File: config.mk
export PLATFORM = sky130hd
export DESIGN_NAME = uart_byte_rx
export DESIGN_NICKNAME = d
export VERILOG_FILES = /design/src/rtl/uart_pkg.sv /design/src/rtl/uart_baud_tick.sv /design/src/rtl/uart_byte_rx.sv
export SDC_FILE = /design/constraint.sdc
export NUM_CORES = 1
export LEC_CHECK = 0
export ABC_AREA = 1
export CAP_MARGIN = 10
export CORE_UTILIZATION = 45
export DETAILED_ROUTE_END_ITERATION = 6
export GPL_TIMING_DRIVEN = 0
export SLEW_MARGIN = 5
export SYNTH_ARGS = -nofsm -noshare
export SYNTH_HDL_FRONTEND = slang
export SYNTH_SLANG_ARGS = --single-unit
File: constraint.sdc
create_clock -name clk -period 3.5 [get_ports clk]
set_clock_uncertainty 0.15 [all_clocks]
set_input_delay 0.35 -clock clk [delete_from_list [all_inputs] [get_ports clk]]
set_output_delay 0.35 -clock clk [all_outputs]
set_load 0.005 [all_outputs]
File: src/rtl/uart_pkg.sv
// Shared types and oversampling constants for the UART byte receiver.
// UART_RX_PARITY_EN adds the PARITY state for one even-parity bit.
package uart_pkg;

  typedef enum logic [2:0] {
    IDLE,
    START,
    DATA,
`ifdef UART_RX_PARITY_EN
    PARITY,
`endif
    STOP
  } rx_state_t;

  localparam int OVERSAMPLE   = 16;
  localparam int SAMPLE_FIRST = 5;
  localparam int SAMPLE_LAST  = 11;
  localparam int DECIDE_TICK  = 12;

endpackage

File: src/rtl/uart_baud_tick.sv
// Oversampling tick generator: one-cycle tick every DIV clocks, realigned by restart.
// Used by uart_byte_rx; no configuration macros apply here.
module uart_baud_tick #(
  parameter int DIV = 27
) (
  input  logic clk,
  input  logic reset,
  input  logic restart,
  output logic tick
);

  localparam int W = (DIV > 1) ? $clog2(DIV) : 1;

  if (DIV < 2) begin : g_div_check
    $error("uart_baud_tick: DIV must be at least 2");
  end

  logic [W-1:0] cnt_reg;

  always_ff @(posedge clk or posedge reset) begin
    if (reset) begin
      cnt_reg <= '0;
    end else if (restart || cnt_reg == W'(DIV - 1)) begin
      cnt_reg <= '0;
    end else begin
      cnt_reg <= cnt_reg + 1'b1;
    end
  end

  assign tick = (cnt_reg == W'(DIV - 1));

endmodule

File: src/rtl/uart_byte_rx.sv
// 16x oversampling UART byte receiver with 7-sample majority vote per bit.
// Define UART_RX_PARITY_EN for an even-parity bit after the data byte (default strict 8N1).
module uart_byte_rx
  import uart_pkg::*;
#(
  parameter int CLK_FREQ = 50_000_000,
  parameter int BAUD     = 115200
) (
  input  logic       clk,
  input  logic       reset,
  input  logic       uart_rx,
  output logic [7:0] rx_data,
  output logic       rx_done,
  output logic       frame_err
);

  localparam int BAUD_DIV    = CLK_FREQ / (BAUD * OVERSAMPLE);
  localparam int SYNC_STAGES = 2;

  logic [SYNC_STAGES-1:0] sync_reg;
  logic [SYNC_STAGES-1:0] sync_d;
  logic                   prev_reg;
  logic                   rx_s;
  logic                   fall;
  logic                   tick;
  logic                   restart;

  for (genvar gi = 0; gi < SYNC_STAGES; gi++) begin : g_sync
    if (gi == 0) begin : g_first
      assign sync_d[gi] = uart_rx;
    end else begin : g_next
      assign sync_d[gi] = sync_reg[gi-1];
    end
  end

  always_ff @(posedge clk or posedge reset) begin
    if (reset) begin
      sync_reg <= '1;
      prev_reg <= 1'b1;
    end else begin
      sync_reg <= sync_d;
      prev_reg <= rx_s;
    end
  end

  assign rx_s = sync_reg[SYNC_STAGES-1];
  assign fall = prev_reg & ~rx_s;

  rx_state_t  state_reg, state_next;
  logic [3:0] tick_idx_reg, tick_idx_next;
  logic [2:0] bit_idx_reg, bit_idx_next;
  logic [2:0] ones_reg, ones_next;
  logic [7:0] shift_reg, shift_next;
  logic [7:0] rx_data_reg, rx_data_next;
  logic       done_reg, done_next;
  logic       err_reg, err_next;
  logic       bit_val;
  logic       decide;
  logic       bit_end;
  logic       in_window;
`ifdef UART_RX_PARITY_EN
  logic       parity_reg, parity_next;
`endif

  assign restart = (state_reg == IDLE) && fall;

  uart_baud_tick #(.DIV(BAUD_DIV)) u_tick (
    .clk     (clk),
    .reset   (reset),
    .restart (restart),
    .tick    (tick)
  );

  assign bit_val   = (ones_reg >= 3'd4);
  assign decide    = tick && (tick_idx_reg == 4'(DECIDE_TICK));
  assign bit_end   = tick && (tick_idx_reg == 4'(OVERSAMPLE - 1));
  assign in_window = (tick_idx_reg >= 4'(SAMPLE_FIRST)) && (tick_idx_reg <= 4'(SAMPLE_LAST));

  always_comb begin
    state_next    = state_reg;
    tick_idx_next = tick_idx_reg;
    bit_idx_next  = bit_idx_reg;
    ones_next     = ones_reg;
    shift_next    = shift_reg;
    rx_data_next  = rx_data_reg;
    done_next     = 1'b0;
    err_next      = 1'b0;
`ifdef UART_RX_PARITY_EN
    parity_next   = parity_reg;
`endif

    // The tick index free-runs across bit boundaries so every bit keeps frame-relative timing.
    if (state_reg != IDLE && tick) begin
      tick_idx_next = tick_idx_reg + 4'd1;
      if (in_window) ones_next = ones_reg + {2'b00, rx_s};
      if (decide)    ones_next = 3'd0;
    end

    case (state_reg)
      IDLE: begin
        if (fall) begin
          state_next    = START;
          tick_idx_next = 4'd0;
          bit_idx_next  = 3'd0;
          ones_next     = 3'd0;
`ifdef UART_RX_PARITY_EN
          parity_next   = 1'b0;
`endif
        end
      end
      START: begin
        if (decide && bit_val) state_next = IDLE;
        else if (bit_end)      state_next = DATA;
      end
      DATA: begin
        if (decide) begin
          shift_next = {bit_val, shift_reg[7:1]};
`ifdef UART_RX_PARITY_EN
          parity_next = parity_reg ^ bit_val;
`endif
        end
        if (bit_end) begin
          if (bit_idx_reg == 3'd7) begin
`ifdef UART_RX_PARITY_EN
            state_next = PARITY;
`else
            state_next = STOP;
`endif
          end else begin
            bit_idx_next = bit_idx_reg + 3'd1;
          end
        end
      end
`ifdef UART_RX_PARITY_EN
      PARITY: begin
        if (decide)  parity_next = parity_reg ^ bit_val;
        if (bit_end) state_next  = STOP;
      end
`endif
      STOP: begin
        // Decide mid stop bit so a start bit with zero idle time is still seen as an edge.
        if (decide) begin
          state_next = IDLE;
`ifdef UART_RX_PARITY_EN
          if (bit_val && !parity_reg) begin
`else
          if (bit_val) begin
`endif
            rx_data_next = shift_reg;
            done_next    = 1'b1;
          end else begin
            err_next = 1'b1;
          end
        end
      end
      default: state_next = IDLE;
    endcase
  end

  always_ff @(posedge clk or posedge reset) begin
    if (reset) begin
      state_reg    <= IDLE;
      tick_idx_reg <= 4'd0;
      bit_idx_reg  <= 3'd0;
      ones_reg     <= 3'd0;
      shift_reg    <= 8'h00;
      rx_data_reg  <= 8'h00;
      done_reg     <= 1'b0;
      err_reg      <= 1'b0;
`ifdef UART_RX_PARITY_EN
      parity_reg   <= 1'b0;
`endif
    end else begin
      state_reg    <= state_next;
      tick_idx_reg <= tick_idx_next;
      bit_idx_reg  <= bit_idx_next;
      ones_reg     <= ones_next;
      shift_reg    <= shift_next;
      rx_data_reg  <= rx_data_next;
      done_reg     <= done_next;
      err_reg      <= err_next;
`ifdef UART_RX_PARITY_EN
      parity_reg   <= parity_next;
`endif
    end
  end

  assign rx_data   = rx_data_reg;
  assign rx_done   = done_reg;
  assign frame_err = err_reg;

endmodule

==> metrics.csv, run 1 <==
stage;metric;value;unit
synth;Primary FF master, synth;dfrtp_1;
drt;DR WL met3;137;um
drt;DR top layer;met4;
job;max-cap viol count;0;
placed_design;DP Area;2090;um^2
drt;DR pass1 iterations;6;
sta;Max Freq;551.3;MHz
pwr;Pleak;1.151;nW
clock_tree;H-tree Lvls;2;
sta;# setup viols final;0;
synth;Synth top cells by count;nand2_1 (45), dfrtp_1 (35), inv_1 (31), nor2_1 (18), ha_1 (10);
worst_setup_path;family with the most delay on the worst path;simple AND/OR/NAND/NOR gates;
synth;Synth Area in Adders;6.562;%
floorplan;I/O Pins;13;
synth;area share of the largest cell type after synthesis;45.93;%
floorplan;initial core utilization;47.33;%
cells_and_area;layout cells sized above 1;19.13;%
synth;Distinct cells, synth;25;
synth;Synth Area in XOR/XNOR;1.378;%
floorplan;std cell rows;23;
min_path;hold depth;0;
grt;global-route wire length before repair;5.796;mm
clock_tree;Skew-Pair Late Insertion Delay;0.28;ns
clock_tree;setup bufs post-CTS;0;
clock_tree;Clk pin slew, worst setup/hold paths;0.07;ns
sta;RSZ-0062 raised after global routing;false;
sta;final hold viol count;0;
synth;Post-synth EDFFs;0;
sta;final worst slack;1.686;ns
synth;Simple-Gate Fraction of Synth Area;24.41;%
cells_and_area;fill count;347;
pwr;Pwr Density;613.8;nW/um^2
placed_design;Placed Instances;272;
worst_setup_path;Crit Path Max Fanout;10;
min_path;Hold EP;sync_reg[1];
min_path;HP Start;sync_reg[0];
worst_setup_path;setup slack, reg-to-reg;1.69;ns
sta;fin crit period;1.814;ns
synth;complex-gate fraction of the synthesized area;9.186;%
clock_tree;TritonCTS clock tree;done;
cells_and_area;synth-to-layout area growth;17.06;%
drt;WL final;3.224;mm
floorplan;die height;67.10;um
floorplan;placeable core region;4029;um^2
drt;vias post-DR;1344;
floorplan;die area;4502;um^2
grt;largest net degree at the start of global routing;39;
pwr;total chip power;1.370;mW
drt;metal1 wirelength;1.397;mm
clock_tree;Root Driver;clkbuf_8;
worst_setup_path;reg2reg start;u_tick.cnt_reg[0];
worst_setup_path;Crit path arrival time;1.85;ns
cells_and_area;area of the multi-input gates;792.0;um^2
cells_and_area;FF/Latch Area;954.7;um^2
clock_tree;TritonCTS Buffers;5;
synth;#FFs+latches synth;38;
min_path;Hold Path Class;reg2reg;
synth;mux share of post-synthesis cell area;0;%
drt;met2 wire length;1.606;mm
synth;Synth area leader;dfrtp_1;
sta;final cycle utilization of the critical path;51.82;%
clock_tree;Max Buffers Root-to-Sink;2;
synth;dominant cell by count in the synthesized netlist;nand2_1;
sta;max-slew violations;0;
drt;Via density;4.800;
synth;Post-Syn Nets;223;
synth;YS warnings;0;
grt;vias in the first global route;1350;
worst_setup_path;slowest stage delay, CP;0.41;ns
worst_setup_path;critical path launch point type;flip-flop;
placed_design;I/O Buffers;12;
pwr;peak supply drop;0.2584;mV
sta;worst hold slack;0.2111;ns
grt;GRT Overall Usage;17.57;%
drt;Final ANT Viol Nets;0;
drt;DRC;0;
clock_tree;CTS resizes;0;
grt;initial antenna violation count;0;
worst_setup_path;crit-path cells;inv_1 > ha_1 > nand2_2 > nor2_4 > nand2_4 > inv_4 > nand3_4 > buf_6 > nand2_1 > nand2_1;
worst_setup_path;Crit-path slowest cell;dfrtp_1;
worst_setup_path;CP Launch Point;u_tick.cnt_reg[0];
synth;Async SR Flop Fraction;100.0;%
worst_setup_path;crit path kind;reg2reg;
worst_setup_path;worst r2r dst;rx_data[0];
synth;Syn Area/Cell;9.080;um^2
worst_setup_path;Reg2Reg Depth;10;
floorplan;Die X;67.10;um
cells_and_area;final design utilization;55.40;%
synth;largest family of logic cells by synthesized area;simple AND/OR/NAND/NOR gates;
cells_and_area;Final #Nets;242;
synth;post-synthesis cell count;210;
placed_design;Final Wtd Congestion;0.6909;
clock_tree;CTS Hold Bufs;0;
cells_and_area;Antenna Cells;0;
cells_and_area;post-route cell area;2232;um^2
outcome;outcome;finished, final reports clean;
synth;Mapped Area;1907;um^2
synth;Area contributors post-synth;dfrtp_1 (46%), nand2_1 (8.9%), ha_1 (6.6%);
drt;Starting DRT DRC Count;64;
worst_setup_path;CP required;3.53;ns
synth;sequential share of the synthesized area;50.07;%
placed_design;placement-stage worst setup slack;1.699;ns
cells_and_area;fin cells;280;
grt;GRT overflow;0;
placed_design;dpl hpwl;2.379;mm
sta;setup TNS;0;ns
sta;relative slew slack;49.08;%
sta;worst-margin pin slew;0.7627;ns
clock_tree;CTS sink cnt;38;
drt;Avg WL per Cell;11.51;um
worst_setup_path;CP bufs+invs;3;
worst_setup_path;critical path's most frequent cell;nand2_1;
worst_setup_path;Crit. End Element;flip-flop;
-- worst max-delay path by stage --
stage | to | cells after the start | slack [ns]
2_1_floorplan | rx_data[4] | 10 | 1.89
3_3_place_gp | bit_idx_reg[2] | 2 | 1.36
3_5_place_dp | rx_data[5] | 10 | 1.70
6_report | rx_data[0] | 10 | 1.69
4_1_cts | rx_data[5] | 10 | 1.68
5_1_grt | bit_idx_reg[0] | 11 | 1.52
-- routing by layer --
metal	GRT usage, %	vias to the layer above
li1	-	691
met1	19.96	613
met2	29.88	30
met3	5.308	10
met4	7.979	0
met5	0	-
-- cell type report --
cell class	instances	share of cell area, %
Sequential cell	38	42.77
Multi-Input combinational cell	134	35.48
Inverter	36	6.166
Timing Repair Buffer	12	5.381
Clock buffer	6	3.700
Tap cell	50	2.803
Clock inverter	2	2.691
Buffer	2	1.009
-- cells in the final DEF, fill, tap and decap left out --
cell | Yosys | layout
nand2_1 | 45 | 45
dfrtp_1 | 35 | 35
inv_1 | 31 | 30
nor2_1 | 18 | 18
clkdlybuf4s50_1 | 0 | 12
ha_1 | 10 | 10
nand3_1 | 9 | 9
o21ai_2 | 8 | 8
o21ai_1 | 8 | 8
o21ai_0 | 7 | 7
a21oi_1 | 6 | 6
clkbuf_8 | 0 | 6
nand2_2 | 5 | 5
inv_2 | 4 | 5
nand2_4 | 4 | 4
nor2_4 | 3 | 3
dfstp_2 | 3 | 3
buf_6 | 2 | 2
or2_2 | 2 | 2
nand4_1 | 2 | 2
xor2_1 | 2 | 2
bufinv_16 | 0 | 2
nor2_8 | 1 | 1
inv_4 | 1 | 1
nand3_4 | 1 | 1
xnor2_1 | 1 | 1
nor3_1 | 1 | 1
nor2_2 | 1 | 1
-- power breakdown --
part           leakage, nW  internal [mW]  total (mW)  switching (mW)
logic                0.572          0.125       0.350           0.225
clock network       0.0714          0.304       0.452           0.148
registers            0.507          0.501       0.567          0.0665
-- cell families (layout without fill, tap and decap cells) --
logic type      count (synthesis)  in the layout
flops                          38             38
compound gates                 29             29
buf+inv                        38             58
fa+ha+maj                      10             10
xor+xnor                        3              3
simple gates                   92             92
-- worst reg2reg max path, delay by kind of cell (launching register included) --
family                     cells  cell delay [ns]
and+or+nand+nor                6             0.61
adders and majority gates      1             0.19
DFF                            1             0.41
buffers and inverters          3             0.34
No activity file was read; power rests on OpenSTA's default activity.
==> run 2, diff against run 1 <==
==> constraint.sdc (replaced) <==
create_clock -name clk -period 1.9 [get_ports clk]
set_clock_uncertainty 0.15 [all_clocks]
set_input_delay 0.19 -clock clk [delete_from_list [all_inputs] [get_ports clk]]
set_output_delay 0.19 -clock clk [all_outputs]
set_load 0.005 [all_outputs]
==> metrics.csv, run 2 (synthesis gave the netlist of run 1 again) <==
stage;metric;value;unit;change
outcome;outcome;finished, final reports clean;;
sta;worst-margin pin slew;0.7675;ns;+0.004785 ns
grt;initial antenna violation count;0;;unchanged
cells_and_area;fin cells;281;;+0.36%
clock_tree;TritonCTS Buffers;5;;unchanged
drt;vias post-DR;1346;;+0.15%
job;max-cap viol count;0;;unchanged
clock_tree;Root Driver;clkbuf_8;;
grt;global-route wire length before repair;5.796;mm;unchanged
worst_setup_path;CP bufs+invs;3;;unchanged
worst_setup_path;crit-path cells;inv_1 > ha_2 > nand2_2 > nor2_4 > nand2_4 > inv_4 > nand3_4 > buf_6 > nand2_1 > nand2_1;;
placed_design;I/O Buffers;12;;unchanged
clock_tree;Clk pin slew, worst setup/hold paths;0.07;ns;about the same
grt;largest net degree at the start of global routing;39;;unchanged
floorplan;die height;67.10;um;unchanged
worst_setup_path;family with the most delay on the worst path;simple AND/OR/NAND/NOR gates;;
worst_setup_path;CP required;1.93;ns;-1.60 ns
min_path;Hold Path Class;in2reg;;
sta;max-slew violations;0;;unchanged
sta;relative slew slack;48.76;%;-0.32 points
placed_design;Final Wtd Congestion;0.6909;;unchanged
worst_setup_path;slowest stage delay, CP;0.41;ns;about the same
drt;Final ANT Viol Nets;0;;unchanged
placed_design;dpl hpwl;2.379;mm;unchanged
clock_tree;TritonCTS clock tree;done;;
sta;final cycle utilization of the critical path;95.19;%;+43 points
drt;DRC;0;;unchanged
worst_setup_path;Crit-path slowest cell;dfrtp_1;;
cells_and_area;layout cells sized above 1;20.78;%;+1.6 points
pwr;Pwr Density;1133;nW/um^2;+85%
floorplan;I/O Pins;13;;unchanged
placed_design;DP Area;2090;um^2;unchanged
pwr;peak supply drop;0.4750;mV;+84%
worst_setup_path;critical path launch point type;flip-flop;;
placed_design;Placed Instances;272;;unchanged
clock_tree;CTS sink cnt;38;;unchanged
drt;WL final;3.253;mm;+0.90%
floorplan;die area;4502;um^2;unchanged
clock_tree;Max Buffers Root-to-Sink;2;;unchanged
worst_setup_path;reg2reg start;u_tick.cnt_reg[0];;
drt;Via density;4.790;;-0.21%
floorplan;std cell rows;23;;unchanged
cells_and_area;fill count;345;;-0.58%
worst_setup_path;Crit Path Max Fanout;10;;unchanged
sta;fin crit period;1.809;ns;-0.005038 ns
worst_setup_path;Crit. End Element;flip-flop;;
cells_and_area;post-route cell area;2247;um^2;+0.67%
cells_and_area;synth-to-layout area growth;17.85;%;
grt;vias in the first global route;1350;;unchanged
pwr;Pleak;1.155;nW;+0.38%
grt;GRT Overall Usage;17.57;%;unchanged
sta;Max Freq;552.9;MHz;+0.28%
sta;final hold viol count;0;;unchanged
floorplan;initial core utilization;47.33;%;unchanged
floorplan;Die X;67.10;um;unchanged
drt;Starting DRT DRC Count;59;;-7.8%
worst_setup_path;Crit path arrival time;1.84;ns;about the same
sta;RSZ-0062 raised after global routing;true;;
clock_tree;H-tree Lvls;2;;unchanged
sta;# setup viols final;0;;unchanged
cells_and_area;Final #Nets;243;;+0.41%
sta;setup TNS;0;ns;unchanged
min_path;HP Start;uart_rx;;
drt;DR pass1 iterations;4;;-2
grt;GRT overflow;0;;unchanged
worst_setup_path;crit path kind;reg2reg;;
worst_setup_path;CP Launch Point;u_tick.cnt_reg[0];;
worst_setup_path;critical path's most frequent cell;nand2_1;;
cells_and_area;Antenna Cells;0;;unchanged
clock_tree;Skew-Pair Late Insertion Delay;0.29;ns;about the same
floorplan;placeable core region;4029;um^2;unchanged
cells_and_area;most frequent cells in the layout;nand2_1 (44), dfrtp_1 (35), inv_1 (30);;
cells_and_area;commonest non-fill, non-tap cell in the layout;nand2_1;;
drt;Avg WL per Cell;11.58;um;+0.54%
## run 2: cell types whose count changed in the layout (fill, tap and decap cells not counted), sizes merged
cell / before / now
buf: 2 / 3
## run 2: through the flow
stage / util [%] / worst slack (ns) / hold WS, ns / power [mW]
finish: 55.78 / 0.09130 / 0.1582 / 2.546
global placement: 51.86 / -0.08170 / 0.1977 / 1.652
floorplan: - / 0.2883 / 0.04448 / 1.567
global route: 55.78 / -0.01360 / 0.1575 / 2.726
CTS: 55.40 / 0.07792 / 0.1454 / 2.559
detailed placement: 51.86 / 0.09851 / 0.1987 / 1.705
## run 2: cell type report
| type | instances | area, um^2 | area share (%) |
|---|---|---|---|
| clock buffer | 6 | 82.58 | 3.675 |
| clock inverter | 2 | 60.06 | 2.673 |
| multi-input combinational | 134 | 799.5 | 35.58 |
| timing repair buffer | 13 | 127.6 | 5.679 |
| tap | 50 | 62.56 | 2.784 |
| buffer | 2 | 22.52 | 1.002 |
| sequential | 38 | 954.7 | 42.48 |
| inverter | 36 | 137.6 | 6.125 |
## run 2: path summary, 6_finish.rpt
path / slack [ns] / cells past startpoint / to
worst min register to register: 0.21 / 0 / sync_reg[1]
worst min-delay path: 0.16 / 1 / sync_reg[0]
worst max-delay path: 0.09 / 10 / rx_data[0]
worst max register to register: 0.09 / 10 / rx_data[0]
min in group asynchronous: 0.21 / 2 / u_tick.cnt_reg[2]
max in group asynchronous: 0.89 / 2 / state_reg[0]
## run 2: power by group
part | total, mW | internal, mW | switching [mW]
Sequential | 1.05 | 0.923 | 0.124
Combinational | 0.666 | 0.248 | 0.418
Clock | 0.833 | 0.560 | 0.273
Total | 2.55 | 1.73 | 0.815
## run 2: metal layers
metal / global-route usage (%) / share of wire (%)
met1: 19.96 / 44
met2: 29.88 / 50
met3: 5.308 / 3.8
met4: 7.979 / 2.6
met5: 0 / 0
## run 2: what timing repair did
item,in CTS,in global routing
hold buffers,0,0
resized for setup,0,3
setup buffers,0,1
setup endpoints to repair,0,11
==> run 3, diff against run 2 <==
--- a/config.mk
+++ b/config.mk
@@ -7,9 +7,10 @@
 export LEC_CHECK = 0
 export ABC_AREA = 1
 export CAP_MARGIN = 10
-export CORE_UTILIZATION = 45
+export CORE_UTILIZATION = 58
 export DETAILED_ROUTE_END_ITERATION = 6
 export GPL_TIMING_DRIVEN = 0
+export PLACE_DENSITY = 0.79
 export SLEW_MARGIN = 5
 export SYNTH_ARGS = -nofsm -noshare
 export SYNTH_HDL_FRONTEND = slang
==> metrics.csv, run 3 (synthesis gave the netlist of run 1 again) <==
stage;metric;value;unit;change
outcome;outcome;finished, final reports clean;;
pwr;NetSw;0.8028;mW;-1.5%
sta;final hold viol count;0;;unchanged
sta;worst-margin pin slew;0.7596;ns;-0.007869 ns
placed_design;dpl hpwl;2.362;mm;-0.73%
cells_and_area;fin cells;274;;-2.5%
placed_design;I/O Buffers;12;;unchanged
worst_setup_path;critical path launch point type;flip-flop;;
grt;busiest layer in global routing;met2;;
cells_and_area;post-route cell area;2148;um^2;-4.4%
worst_setup_path;slowest stage delay, CP;0.44;ns;+0.03 ns
sta;relative slew slack;49.28;%;+0.53 points
drt;WL final;3.215;mm;-1.2%
cells_and_area;Antenna Cells;0;;unchanged
clock_tree;CTS sink cnt;38;;unchanged
drt;Starting DRT DRC Count;44;;-25%
drt;vias post-DR;1347;;+0.074%
worst_setup_path;CP required;2.00;ns;+0.07 ns
pwr;Int Pwr;1.328;mW;-23%
sta;RSZ-0062 raised after global routing;false;;
cells_and_area;layout cells sized above 1;19.57;%;-1.2 points
drt;DRC;0;;unchanged
clock_tree;Root Driver;clkbuf_4;;
drt;DR pass1 iterations;4;;unchanged
worst_setup_path;Crit Path Max Fanout;10;;unchanged
min_path;Hold Path Class;in2reg;;
grt;global-route wire length before repair;5.782;mm;-0.24%
grt;GRT overflow;0;;unchanged
pwr;Pleak;1.114;nW;-3.6%
cells_and_area;fill count;231;;-33%
cells_and_area;Final #Nets;242;;-0.41%
worst_setup_path;critical path's most frequent cell;nand2_1;;
pwr;Net Sw Frac;37.67;%;+5.6 points
worst_setup_path;crit path kind;reg2reg;;
grt;met1 Use GR;24.64;%;+4.7 points
worst_setup_path;Reg2Reg Depth;10;;unchanged
clock_tree;TritonCTS Buffers;5;;unchanged
drt;Avg WL per Cell;11.73;um;+1.4%
placed_design;Final Wtd Congestion;0.7873;;+14%
clock_tree;Clk pin slew, worst setup/hold paths;0.11;ns;+0.04 ns
worst_setup_path;Crit. End Element;flip-flop;;
grt;GRT Overall Usage;22.66;%;+5.1 points
clock_tree;H-tree Lvls;2;;unchanged
pwr;combinational share of power;29.8;%;+3.6 points
pwr;Reg power frac;49.4;%;+8.3 points
cells_and_area;synth-to-layout area growth;12.66;%;
drt;Via density;4.916;;+2.6%
grt;initial antenna violation count;0;;unchanged
sta;final cycle utilization of the critical path;92.76;%;-2.4 points
floorplan;initial core utilization;61.95;%;+15 points
clock_tree;TritonCTS clock tree;done;;
worst_setup_path;Crit-path slowest cell;dfrtp_1;;
sta;max-slew violations;0;;unchanged
clock_tree;Skew-Pair Late Insertion Delay;0.35;ns;+0.06 ns
floorplan;die height;59.34;um;-12%
grt;vias in the first global route;1410;;+4.4%
cells_and_area;final design utilization;69.80;%;+14 points
floorplan;Die X;59.34;um;-12%
sta;Max Freq;567.4;MHz;+2.6%
cells_and_area;FF/Latch Area;954.7;um^2;unchanged
worst_setup_path;Crit path arrival time;1.86;ns;+0.02 ns
floorplan;die area;3521;um^2;-22%
sta;# setup viols final;0;;unchanged
pwr;peak supply drop;0.5826;mV;+23%
grt;met3 usage in global routing;5.240;%;-0.068 points
pwr;Clock Power Share;20.8;%;-12 points
grt;largest net degree at the start of global routing;39;;unchanged
drt;Final ANT Viol Nets;0;;unchanged
placed_design;DP Area;2082;um^2;-0.36%
sta;fin crit period;1.762;ns;-0.04636 ns
worst_setup_path;crit-path cells;inv_1 > ha_1 > nand2_2 > nor2_4 > nand2_4 > inv_4 > nand3_4 > buf_6 > nand2_1 > nand2_1;;
min_path;hold depth;1;;unchanged
placed_design;Placed Instances;266;;-2.2%
cells_and_area;area of the multi-input gates;794.5;um^2;-0.63%
grt;M2 GR Usage;41.09;%;+11 points
floorplan;placeable core region;3078;um^2;-24%
cells_and_area;most frequent cells in the layout;nand2_1 (45), dfrtp_1 (35), inv_1 (30);;
floorplan;I/O Pins;13;;unchanged
clock_tree;Max Buffers Root-to-Sink;2;;unchanged
floorplan;std cell rows;20;;-13%
job;max-cap viol count;0;;unchanged
pwr;Pwr Density;992.0;nW/um^2;-12%
cells_and_area;commonest non-fill, non-tap cell in the layout;nand2_1;;
==> run 3: changes by cell type in the layout (fill, tap and decap cells not counted) <==
cell        before  now
buf_4            1    0
bufinv_16        2    0
clkbuf_4         0    5
clkbuf_8         6    1
clkinv_2         0    1
clkinvlp_4       0    1
ha_1             9   10
ha_2             1    0
nand2_1         44   45
nand2_2          6    5
==> run 3: timing repair <==
item	in CTS	in global routing
hold buffers	0	0
setup endpoints to repair	0	6
resized for setup	0	1
buffers inserted	0	0
endpoints found under the hold margin	0	0
==> run 3: critical path, delay by kind of cell, from the launching register on <==
| kind | cells | cell delay (ns) |
|---|---|---|
| buffers and inverters | 3 | 0.33 |
| DFF | 1 | 0.44 |
| adders and majority gates | 1 | 0.17 |
| and+or+nand+nor | 6 | 0.56 |
==> run 3: layout make-up <==
type,count,share of cell area [%]
well taps,44,2.563
flip-flops and latches,38,44.44
clock inverters,2,0.5824
repair buffers,12,5.591
multi-input cells,134,36.98
inverters,36,6.407
plain buffers,2,1.048
clock buffers,6,2.388
==> run 3: metrics by stage <==
step | setup TNS (ns) | setup WS, ns | power [mW] | hold slack [ns]
final | 0 | 0.1377 | 2.131 | 0.09435
after global placement | -0.7598 | -0.02282 | 1.638 | 0.2004
after detailed placement | 0 | 0.1368 | 1.701 | 0.2017
after floorplan | 0 | 0.2883 | 1.567 | 0.04448
after global routing | 0 | 0.008191 | 2.296 | 0.08699
after CTS | 0 | 0.1065 | 2.149 | 0.08603
==> run 3: worst paths after layout <==
kind / start / endpoint / slack, ns
setup / recovery: u_tick.cnt_reg[0] / rx_data[0] / 0.14
setup reg to reg: u_tick.cnt_reg[0] / rx_data[0] / 0.14
min in group asynchronous: reset / u_tick.cnt_reg[3] / 0.14
hold / removal: uart_rx / sync_reg[0] / 0.09
max in group asynchronous: reset / bit_idx_reg[0] / 0.98
hold reg to reg: sync_reg[0] / sync_reg[1] / 0.22
==> run 3: power groups by stage <==
stage | logic (mW) | registers, mW | clock network (mW)
CTS | 0.640 | 1.05 | 0.459
finish | 0.636 | 1.05 | 0.444
floorplan | 0.534 | 1.03 | 0
global route | 0.732 | 1.07 | 0.494
global placement | 0.589 | 1.05 | 0
detailed placement | 0.635 | 1.07 | 0
==> run 3: per-layer routing <==
layer  up-vias  wire length [um]
met4         0                62
li1        684                 -
met2        25              1662
met5         -                 0
met1       632              1369
met3         6               121
